--- src/rtl/tx_frame_ctrler_pkg.sv ---
// Shared definitions for the Aurora LocalLink transmit path.
// The 70-bit beat layout is shared with the receive path.
package tx_frame_ctrler_pkg;

    localparam int unsigned BEAT_W    = 70;
    localparam int unsigned DATA_LSB  = 0;
    localparam int unsigned DATA_MSB  = 63;
    localparam int unsigned VALID_BIT = 64;
    localparam int unsigned EOP_BIT   = 65;
    localparam int unsigned SOP_BIT   = 66;
    localparam int unsigned MOD_LSB   = 67;
    localparam int unsigned MOD_MSB   = 69;

    // Remainder reported on every beat that is not the last of a frame
    localparam logic [2:0] REM_FULL = 3'b111;

    // Input framing checker states
    typedef enum logic {
        FR_IDLE,
        FR_IN_FRAME
    } frame_state_t;

    function automatic logic [BEAT_W-1:0] pack_beat(
        input logic [2:0]  mod,
        input logic        sop,
        input logic        eop,
        input logic        valid,
        input logic [63:0] data
    );
        return {mod, sop, eop, valid, data};
    endfunction

endpackage

--- src/rtl/tx_frame_ctrler_fifo.sv ---
// sync_beat_fifo: single-clock beat buffer with occupancy count,
// full/empty flags and a synchronous flush. Head entry is visible on
// rd_data whenever empty is low. DEPTH must be a power of two.
module sync_beat_fifo #(
    parameter int unsigned DEPTH = 16,
    parameter int unsigned WIDTH = 70
) (
    input  logic                     clk,
    input  logic                     rst_n,
    input  logic                     flush,
    input  logic                     wr_en,
    input  logic [WIDTH-1:0]         wr_data,
    input  logic                     rd_en,
    output logic [WIDTH-1:0]         rd_data,
    output logic [$clog2(DEPTH):0]   count,
    output logic                     full,
    output logic                     empty
);
    localparam int unsigned AW = $clog2(DEPTH);

    logic [WIDTH-1:0] mem [DEPTH];
    logic [AW-1:0]    wr_ptr;
    logic [AW-1:0]    rd_ptr;
    logic             do_wr;
    logic             do_rd;

    assign do_wr   = wr_en && !full;
    assign do_rd   = rd_en && !empty;
    assign full    = (count == DEPTH[AW:0]);
    assign empty   = (count == '0);
    assign rd_data = mem[rd_ptr];

    // Storage array, no reset needed: entries are only read when counted
    always_ff @(posedge clk) begin
        if (do_wr) begin
            mem[wr_ptr] <= wr_data;
        end
    end

    // Pointers and occupancy; simultaneous write and read keep count
    always_ff @(posedge clk or negedge rst_n) begin
        if (!rst_n) begin
            wr_ptr <= '0;
            rd_ptr <= '0;
            count  <= '0;
        end else if (flush) begin
            wr_ptr <= '0;
            rd_ptr <= '0;
            count  <= '0;
        end else begin
            if (do_wr) begin
                wr_ptr <= wr_ptr + 1'b1;
            end
            if (do_rd) begin
                rd_ptr <= rd_ptr + 1'b1;
            end
            case ({do_wr, do_rd})
                2'b10:   count <= count + 1'b1;
                2'b01:   count <= count - 1'b1;
                default: count <= count;
            endcase
        end
    end

endmodule

--- src/rtl/tx_frame_ctrler.sv ---
// tx_frame_ctrler: buffers user beats and presents them on an Aurora
// LocalLink transmit interface with a one-beat output register.
// Optional input framing checker enabled by defining TX_FRAME_CHECK_EN.
module tx_frame_ctrler
    import tx_frame_ctrler_pkg::*;
#(
    parameter int unsigned FIFO_DEPTH = 16,
    parameter int unsigned AFULL_LVL  = 2
) (
    input  logic        clk,
    input  logic        rst_n,
    input  logic [63:0] txdata_i,
    input  logic        txdata_sop_i,
    input  logic        txdata_eop_i,
    input  logic        txdata_valid_i,
    input  logic [2:0]  txdata_mod_i,
    output logic        tx_ready_o,
    output logic [63:0] tx_d_o,
    output logic        tx_sof_n_o,
    output logic        tx_eof_n_o,
    output logic [2:0]  tx_rem_o,
    output logic        tx_src_rdy_n_o,
    input  logic        tx_dst_rdy_n_i,
    input  logic        channel_up_i,
    output logic        frame_err_o,
    output logic [15:0] tx_frame_cnt_o
);
    localparam int unsigned CW = $clog2(FIFO_DEPTH) + 1;

    logic [CW-1:0]     fifo_count;
    logic              fifo_full;
    logic              fifo_empty;
    logic [BEAT_W-1:0] fifo_head;
    logic [BEAT_W-1:0] wr_beat;
    logic              wr_en;
    logic              rd_en;
    logic              flush;
    logic              accept;
    logic              err_in;
    logic              run_q;

    logic              out_valid_q;
    logic [63:0]       d_q;
    logic              sof_n_q;
    logic              eof_n_q;
    logic [2:0]        rem_q;
    logic              xfer;
    logic              load;

    logic              frame_open_q;
    logic              frame_err_q;
    logic [15:0]       frame_cnt_q;

    assign flush = !channel_up_i;

    // free entries > AFULL_LVL, rewritten as count + AFULL_LVL < depth
    assign tx_ready_o = run_q && channel_up_i &&
                        ((32'(fifo_count) + AFULL_LVL) < FIFO_DEPTH);
    assign accept     = txdata_valid_i && tx_ready_o;

    // Holds tx_ready_o low until the first edge after reset release
    always_ff @(posedge clk or negedge rst_n) begin
        if (!rst_n) begin
            run_q <= 1'b0;
        end else begin
            run_q <= 1'b1;
        end
    end

`ifdef TX_FRAME_CHECK_EN
    frame_state_t state_q;
    frame_state_t state_d;

    // Framing checker state register, returns to IDLE on link loss
    always_ff @(posedge clk or negedge rst_n) begin
        if (!rst_n) begin
            state_q <= FR_IDLE;
        end else if (flush) begin
            state_q <= FR_IDLE;
        end else begin
            state_q <= state_d;
        end
    end

    // Framing checker: drop orphan beats, close frames cut by a new sop
    always_comb begin
        state_d = state_q;
        wr_en   = 1'b0;
        err_in  = 1'b0;
        wr_beat = pack_beat(txdata_mod_i, txdata_sop_i, txdata_eop_i,
                            txdata_valid_i, txdata_i);
        if (accept) begin
            case (state_q)
                FR_IDLE: begin
                    if (txdata_sop_i) begin
                        wr_en = 1'b1;
                        if (!txdata_eop_i) begin
                            state_d = FR_IN_FRAME;
                        end
                    end else begin
                        err_in = 1'b1;
                    end
                end
                FR_IN_FRAME: begin
                    wr_en = 1'b1;
                    if (txdata_sop_i) begin
                        wr_beat = pack_beat(REM_FULL, 1'b0, 1'b1,
                                            txdata_valid_i, txdata_i);
                        err_in  = 1'b1;
                        state_d = FR_IDLE;
                    end else if (txdata_eop_i) begin
                        state_d = FR_IDLE;
                    end
                end
                default: state_d = FR_IDLE;
            endcase
        end
    end
`else
    // Beats pass into the buffer verbatim
    always_comb begin
        wr_en   = accept;
        err_in  = 1'b0;
        wr_beat = pack_beat(txdata_mod_i, txdata_sop_i, txdata_eop_i,
                            txdata_valid_i, txdata_i);
    end
`endif

    sync_beat_fifo #(
        .DEPTH (FIFO_DEPTH),
        .WIDTH (BEAT_W)
    ) u_fifo (
        .clk     (clk),
        .rst_n   (rst_n),
        .flush   (flush),
        .wr_en   (wr_en && !fifo_full),
        .wr_data (wr_beat),
        .rd_en   (rd_en),
        .rd_data (fifo_head),
        .count   (fifo_count),
        .full    (fifo_full),
        .empty   (fifo_empty)
    );

    assign xfer  = out_valid_q && !tx_dst_rdy_n_i;
    assign load  = !out_valid_q || xfer;
    assign rd_en = load && !fifo_empty && !flush;

    // Output register: refills when empty or when its beat leaves
    always_ff @(posedge clk or negedge rst_n) begin
        if (!rst_n) begin
            out_valid_q <= 1'b0;
            d_q         <= '0;
            sof_n_q     <= 1'b1;
            eof_n_q     <= 1'b1;
            rem_q       <= '0;
        end else if (flush) begin
            out_valid_q <= 1'b0;
            d_q         <= '0;
            sof_n_q     <= 1'b1;
            eof_n_q     <= 1'b1;
            rem_q       <= '0;
        end else if (load) begin
            if (!fifo_empty) begin
                out_valid_q <= fifo_head[VALID_BIT];
                d_q         <= fifo_head[DATA_MSB:DATA_LSB];
                sof_n_q     <= ~fifo_head[SOP_BIT];
                eof_n_q     <= ~fifo_head[EOP_BIT];
                rem_q       <= fifo_head[EOP_BIT] ? fifo_head[MOD_MSB:MOD_LSB]
                                                  : REM_FULL;
            end else begin
                out_valid_q <= 1'b0;
                sof_n_q     <= 1'b1;
                eof_n_q     <= 1'b1;
                rem_q       <= '0;
            end
        end
    end

    // Frame counter, open-frame tracking and error pulse
    always_ff @(posedge clk or negedge rst_n) begin
        if (!rst_n) begin
            frame_cnt_q  <= '0;
            frame_open_q <= 1'b0;
            frame_err_q  <= 1'b0;
        end else begin
            if (xfer && !eof_n_q) begin
                frame_cnt_q <= frame_cnt_q + 16'd1;
            end
            frame_err_q <= err_in || (flush && frame_open_q);
            if (flush) begin
                frame_open_q <= 1'b0;
            end else if (xfer) begin
                if (!eof_n_q) begin
                    frame_open_q <= 1'b0;
                end else if (!sof_n_q) begin
                    frame_open_q <= 1'b1;
                end
            end
        end
    end

    assign tx_d_o         = d_q;
    assign tx_sof_n_o     = sof_n_q;
    assign tx_eof_n_o     = eof_n_q;
    assign tx_rem_o       = rem_q;
    assign tx_src_rdy_n_o = !out_valid_q;
    assign frame_err_o    = frame_err_q;
    assign tx_frame_cnt_o = frame_cnt_q;

endmodule

--- config.mk ---
export PLATFORM = sky130hd
export DESIGN_NAME = tx_frame_ctrler
export DESIGN_NICKNAME = d
export VERILOG_FILES = /design/src/rtl/tx_frame_ctrler_pkg.sv /design/src/rtl/tx_frame_ctrler_fifo.sv /design/src/rtl/tx_frame_ctrler.sv
export SDC_FILE = /design/constraint.sdc
export NUM_CORES = 1
export LEC_CHECK = 0
export CAP_MARGIN = 0
export CORE_MARGIN = 1
export CORE_UTILIZATION = 53
export DETAILED_ROUTE_END_ITERATION = 6
export PLACE_DENSITY = 0.73
export SETUP_SLACK_MARGIN = 0.1
export SLEW_MARGIN = 20
export SYNTH_ARGS = -nofsm -noshare
export SYNTH_HDL_FRONTEND = slang
export SYNTH_SLANG_ARGS = --single-unit
--- constraint.sdc ---
create_clock -name clk -period 3.7 [get_ports clk]
set_clock_uncertainty 0.2 [all_clocks]
set_input_delay 0.555 -clock clk [delete_from_list [all_inputs] [get_ports clk]]
set_output_delay 0.555 -clock clk [all_outputs]
set_load 0.03 [all_outputs]
==> reports/metrics.cfg, run 1 <==
[logic_synthesis]
ys_seq_elements=1222
syn-num-nets=1980
yosys-top-cells-count=1120 x edfxtp_1, 346 x mux4_2, 100 x dfrtp_1
synth_most_common_cell=edfxtp_1
yosysTopAreaCellShare_pct=72.72
syn_avg_cell_area_sq_um=24.37
seq_area_frac_synth_pct=78.24
synth_cell_type_count=44
synthTopCellsByArea=edfxtp_1 73%, mux4_2 17%, dfrtp_1 5.4%
async_flop_share_pct=8.347
synth_ff_type=edfxtp_1
syn_area_sq_um=46250
synth_warnings=0
yosys.area.top_type=edfxtp_1
synth-edff-count=1120
netlist_instances=1898

[placement]
portBuffers=161
dp.final_hpwl_microns=56700
dpl-instance-area_sq_um=49960
place_congestion=0.7805

[timing]
hold_violations=0
slew_violations=0
setup_viol=0
slew_headroom_pct=22.52
min_period_over_period_pct=89.43
worstMarginPinSlew_ps=1162
rsz0062_at_grt=no
fmax_mhz=302.2
period_needed_ps=3309
setup_tns_ps=0

[power]
switching_power_w=0.009890
p_int_w=0.02632
power_frac_clock_pct=31.7
p_leak_nw=17.02
seqPwrFrac_pct=44.7
swShare_pct=27.32
peakVddDrop_mv=0.5397
p_comb_share_pct=23.6
power.density_nw_per_um2=674.1

[routing]
avgRoutedWirePerCell_microns=29.98
drc_errors=0
vias=21390
ant_nets=0
first_iter_violations=2112
firstDrtPassIters=7
avgViaCountPerCell=6.268
drt-total-wl_microns=102300

[setup_path]
worst-endpoint-arrival_ps=3720
crit_slowest_cell=or4_1
cp_max_fo=7
worst_path_most_repeated_cell=or3_1
critPathRequiredTime_ps=4110
cpPeakStageDelay_ps=610
critPathCaptureType=flip-flop
crit_chain=or4_1 -> o211a_4 -> and2_1 -> xor2_1 -> ha_1 -> or3_1 -> a21oi_1 -> nand2_1 -> or3_1 -> a21boi_1
crit_type=reg2reg
start_kind=flip-flop

[clock_tree]
insertion_delay_ps=700
cts_resized=0
htree_levels=3
cts_max_path_buffers=3
cts_buffers=117
clkSlewWorstSetupHoldPaths_ps=70
root_buffer=clkbuf_16
clock-sinks=1222
cts_tree=yes

[floorplanning]
die_w_microns=297.4
core_region_area_sq_um=85820
initial_core_util_pct=53.90
io_pins=162
rows=107
die_area_sq_um=88450
die_h_microns=297.4

[hold_path]
min_path_type=in2async

[final_layout]
final_nets=2242
area_delta_synth_final_pct=16.13
drive_above_1_share_pct=27.86
final_area_sq_um=53710

[job]
max_cap_viol_count=0

[grt]
grt_overflow=0
grt_pass1_wl_microns=151200
grt_use_total_pct=23.47
grt_pass1_vias=22510
grt_max_degree=72
antenna_found_initial=9

[run_status]
status=finished clean

==> path summary, 6_finish.rpt <==
path / from / end / slack, ps / cells past startpoint
setup reg to reg: u_fifo.count[1] / u_fifo.count[4] / 390 / 10
hold / removal: rst_n / tx_d_o[60] / 230 / 2
hold reg to reg: tx_frame_cnt_o[7] / tx_frame_cnt_o[7] / 290 / 1
min in group clk: tx_frame_cnt_o[7] / tx_frame_cnt_o[7] / 290 / 1
max in group asynchronous: rst_n / tx_sof_n_o / 2190 / 3
setup / recovery: u_fifo.count[1] / u_fifo.count[4] / 390 / 10
==> power groups by stage <==
stage	sequential (W)	combinational, W	clock (W)
6_report	0.0162	0.00854	0.0115
5_1_grt	0.0162	0.00901	0.0122
4_1_cts	0.0162	0.00867	0.0117
3_5_place_dp	0.0164	0.00856	0
3_3_place_gp	0.0164	0.00848	0
2_1_floorplan	0.0169	0.00536	0
==> placed cells by master (no fill, tap or decap), drive strengths merged, types with 2 or more instances in the layout <==
master | netlist | routed
edfxtp | 1120 | 1120
xor2 | 9 | 9
dfstp | 2 | 2
diode | 0 | 3
nand4 | 10 | 10
clkbuf | 46 | 157
dfrtp | 100 | 100
bufinv | 0 | 6
a21boi | 2 | 2
mux2i | 2 | 2
nor3b | 4 | 4
clkdlybuf4s50 | 0 | 160
clkinvlp | 0 | 8
and2 | 24 | 24
mux4 | 346 | 346
ha | 8 | 8
nand3 | 9 | 9
clkinv | 0 | 51
or2 | 2 | 2
nand2 | 19 | 19
a22o | 67 | 67
or3 | 3 | 3
inv | 4 | 6
nor2 | 11 | 11
nor2b | 7 | 7
and3 | 6 | 6
o21ai | 2 | 2
xnor2 | 15 | 15
a21oi | 5 | 5
nor3 | 4 | 4
a22oi | 7 | 7
a31oi | 2 | 2
buf | 52 | 80
==> registers in the layout (all words and copies together), names as in the netlist <==
signal	count
u_fifo.mem	1120
tx_d_o	64
tx_frame_cnt_o	16
u_fifo.count	5
u_fifo.rd_ptr	4
u_fifo.wr_ptr	4
tx_rem_o	3
frame_err_o	1
frame_open_q	1
out_valid_q	1
run_q	1
tx_eof_n_o	1
tx_sof_n_o	1
==> logic make-up after synthesis <==
| family | after synthesis | share of synthesized area (%) |
|---|---|---|
| multiplexers | 349 | 16.92 |
| AND/OR/NAND/NOR | 102 | 1.212 |
| AO/OA/AOI/OAI | 90 | 1.607 |
| other | 1 | 0.008108 |
| adder cells (fa/ha/maj) | 8 | 0.2164 |
| flip-flops | 1222 | 78.24 |
| buffers and inverters | 102 | 1.331 |
| XOR/XNOR | 24 | 0.4707 |
==> area by class of cell <==
| type | count | area (sq um) |
|---|---|---|
| sequential | 1222 | 36200 |
| fill | 5482 | 32100 |
| multi-input combinational | 574 | 9504 |
| clock buffer | 157 | 3159 |
| timing repair buffer | 241 | 2813 |
| tap | 1144 | 1431 |
| clock inverter | 67 | 581.8 |
| inverter | 4 | 15.01 |
| antenna | 3 | 7.507 |
==> through the flow <==
stage	worst slack, ps	power (W)	utilization (%)	hold slack [ps]	instances
3_3_place_gp	303.4	0.02488	58.21	264.1	3184
4_1_cts	434.0	0.03650	62.58	243.7	3409
3_5_place_dp	297.9	0.02498	58.21	281.5	3184
2_1_floorplan	130.3	0.02223	-	59.41	1898
6_report	391.0	0.03621	62.59	233.8	3412
5_1_grt	285.4	0.03739	62.59	288.4	3411
==> per-layer routing <==
layer / vias up / GRT usage [%] / part of all wire (%)
li1: 8693 / - / -
met1: 11520 / 32.23 / 39
met2: 973 / 39.00 / 51
met3: 189 / 4.353 / 7.5
met4: 14 / 6.517 / 2.3
met5: - / 0 / 0.090
==> critical path: cells and delay by family (launching register included) <==
kind	cells	cell delay (ps)
xor gates and xnor gates	1	170
AOI/OAI and AO/OA	3	600
DFF	1	460
adders and majority gates	1	250
and+or+nand+nor	5	1560
==> what timing repair did <==
item                                   in CTS  in global routing
setup buffers                               0                  0
hold buffers                                1                  0
endpoints found under the hold margin      34                  0
setup endpoints to repair                   0                  0
(Power assumes the default switching activity.)
==> inputs of run 2 (changes only) <==
--- a/config.mk
+++ b/config.mk
@@ -6,8 +6,9 @@
 export NUM_CORES = 1
 export LEC_CHECK = 0
 export CAP_MARGIN = 0
-export CORE_MARGIN = 1
+export CORE_MARGIN = 2
 export CORE_UTILIZATION = 53
+export CTS_CLUSTER_SIZE = 24
 export DETAILED_ROUTE_END_ITERATION = 6
 export PLACE_DENSITY = 0.73
 export SETUP_SLACK_MARGIN = 0.1
==> reports/metrics.cfg, run 2 (same netlist as run 1, synthesis figures left out) <==
[timing]
slew_headroom_pct=23.65  ; +1.1 points
fmax_mhz=311.1  ; +2.9%
min_period_over_period_pct=86.87  ; -2.6 points
hold_violations=0  ; unchanged
rsz0062_at_grt=no
setup_viol=0  ; unchanged
setup_tns_ps=0  ; unchanged
worstMarginPinSlew_ps=1145  ; -16.97 ps
period_needed_ps=3214  ; -94.79 ps
slew_violations=0  ; unchanged

[final_layout]
top_register=u_fifo.mem
drive_above_1_share_pct=27.38  ; -0.48 points
n_fill_cell=5628  ; +2.7%
area_delta_synth_final_pct=15.89
largest_register_ffs=1120  ; unchanged
final_nets=2229  ; -0.58%
layout_commonest_cell=edfxtp_1
final_cell_mix=1120 x edfxtp_1, 346 x mux4_2, 160 x clkdlybuf4s50_1

[grt]
grt_pass1_wl_microns=149900  ; -0.91%
grt_overflow=0  ; unchanged
grt_use_total_pct=22.93  ; -0.54 points
grt_max_degree=81  ; +13%
grt_pass1_vias=22130  ; -1.7%
antenna_found_initial=3  ; -6

[setup_path]
ff2ff_setup_slack_ps=490  ; +90 ps
critPathCaptureType=flip-flop
critical-path-top-delay-family=simple AND/OR/NAND/NOR gates
worst-endpoint-arrival_ps=3650  ; -70 ps
critPathRequiredTime_ps=4130  ; +20 ps
cp_max_fo=7  ; unchanged
r2r_cells=10  ; unchanged
regToRegStartpoint=u_fifo.count[1]
cpPeakStageDelay_ps=590  ; -20 ps
r2r_end=u_fifo.count[4]
start_kind=flip-flop
crit_type=reg2reg
crit_chain=or4_1 -> o211a_4 -> and2_1 -> xor2_1 -> ha_1 -> or3_1 -> a21oi_1 -> nand2_1 -> or3_1 -> a21boi_1
worst_path_most_repeated_cell=or3_1
worst-path-buf-inv=0  ; unchanged
crit_slowest_cell=or4_1

[job]
max_cap_viol_count=0  ; unchanged

[routing]
drt-total-wl_microns=100800  ; -1.4%
drc_errors=0  ; unchanged
ant_nets=0  ; unchanged
first_iter_violations=2493  ; +18%
firstDrtPassIters=5  ; -2
vias=21400  ; +0.037%
avgViaCountPerCell=6.287  ; +0.30%
avgRoutedWirePerCell_microns=29.63  ; -1.2%

[clock_tree]
clkSlewWorstSetupHoldPaths_ps=60  ; about the same
htree_levels=3  ; unchanged
cts_tree=yes
cts_buffers=115  ; -1.7%
clock-sinks=1222  ; unchanged
cts_max_path_buffers=3  ; unchanged
root_buffer=clkbuf_16
insertion_delay_ps=710  ; about the same
cts_setup_buffers=0  ; unchanged

[floorplanning]
die_h_microns=299.4  ; +0.67%
initial_core_util_pct=53.40  ; -0.50 points
io_pins=162  ; unchanged
rows=108  ; +0.93%
die_area_sq_um=89650  ; +1.3%
die_w_microns=299.4  ; +0.67%
core_region_area_sq_um=86620  ; +0.93%

[placement]
portBuffers=161  ; unchanged
dp.final_hpwl_microns=54760  ; -3.4%
place_congestion=0.8060  ; +3.3%

[power]
power.density_nw_per_um2=672.0  ; -0.30%
peakVddDrop_mv=0.4450  ; -18%
finalPower_w=0.03602  ; -0.51%
p_leak_nw=16.95  ; -0.43%

[run_status]
status=finished clean

[hold_path]
min_path_type=in2async

==> run 2: changes by cell type in the layout (fill, tap and decap cells not counted), sizes merged <==
cell      before  now
buf           80   69
bufinv         6    9
clkbuf       157  140
clkinv        51   52
clkinvlp       8    7
diode          3    2
inv            6   12
==> run 2: how the worst max path moves through the flow <==
stage / slack, ps / cells past startpoint / endpoint / from
2_1_floorplan: 130 / 4 / u_fifo.mem[0][0] / channel_up_i
3_3_place_gp: 280 / 11 / u_fifo.count[4] / channel_up_i
3_5_place_dp: 340 / 11 / u_fifo.count[4] / channel_up_i
4_1_cts: 510 / 10 / u_fifo.count[4] / u_fifo.count[1]
5_1_grt: 380 / 10 / u_fifo.count[4] / u_fifo.count[1]
6_report: 490 / 10 / u_fifo.count[4] / u_fifo.count[1]
==> run 2: area by class of cell <==
cell class	instances	area (sq um)	area share, %
Clock inverter	76	691.9	1.291
Tap cell	1155	1445	2.696
Antenna cell	2	5.005	0.009337
Sequential cell	1222	36200	67.54
Multi-Input combinational cell	574	9504	17.73
Timing Repair Buffer	230	2755	5.140
Clock buffer	140	2982	5.563
Inverter	4	15.01	0.02801
==> run 2: layer usage <==
layer,track usage [%],wire length [microns],vias to the layer above
li1,-,-,8654
met1,33.45,40850,11630
met2,36.95,50470,990
met3,3.885,7763,118
met4,5.512,1715,4
met5,0,27,-
==> run 2: stage by stage <==
| step | utilization (%) | hold slack (ps) | worst slack (ps) | area [sq um] | std cells |
|---|---|---|---|---|---|
| CTS | 61.88 | 140.9 | 512.1 | 53600 | 3401 |
| global route | 61.88 | 171.7 | 380.5 | 53600 | 3401 |
| detailed placement | 57.62 | 271.4 | 342.6 | 49910 | 3184 |
| floorplan | - | 59.41 | 130.3 | 46270 | 1898 |
| finish | 61.88 | 148.0 | 485.7 | 53600 | 3403 |
| global placement | 57.62 | 257.7 | 278.6 | 49910 | 3184 |
==> run 2: power breakdown <==
group / internal [W] / leakage, nW / switching, W / total (W)
clock: 0.00640 / 1.80 / 0.00503 / 0.0114
sequential: 0.0156 / 11.4 / 0.000484 / 0.0161
combinational: 0.00427 / 3.74 / 0.00426 / 0.00853
total: 0.0262 / 17.0 / 0.00977 / 0.0360
==> run 2: repair_timing <==
item | 4_1_cts | 5_1_grt
gates resized for setup | 0 | 0
hold endpoints to repair | 23 | 0
hold buffers | 1 | 0
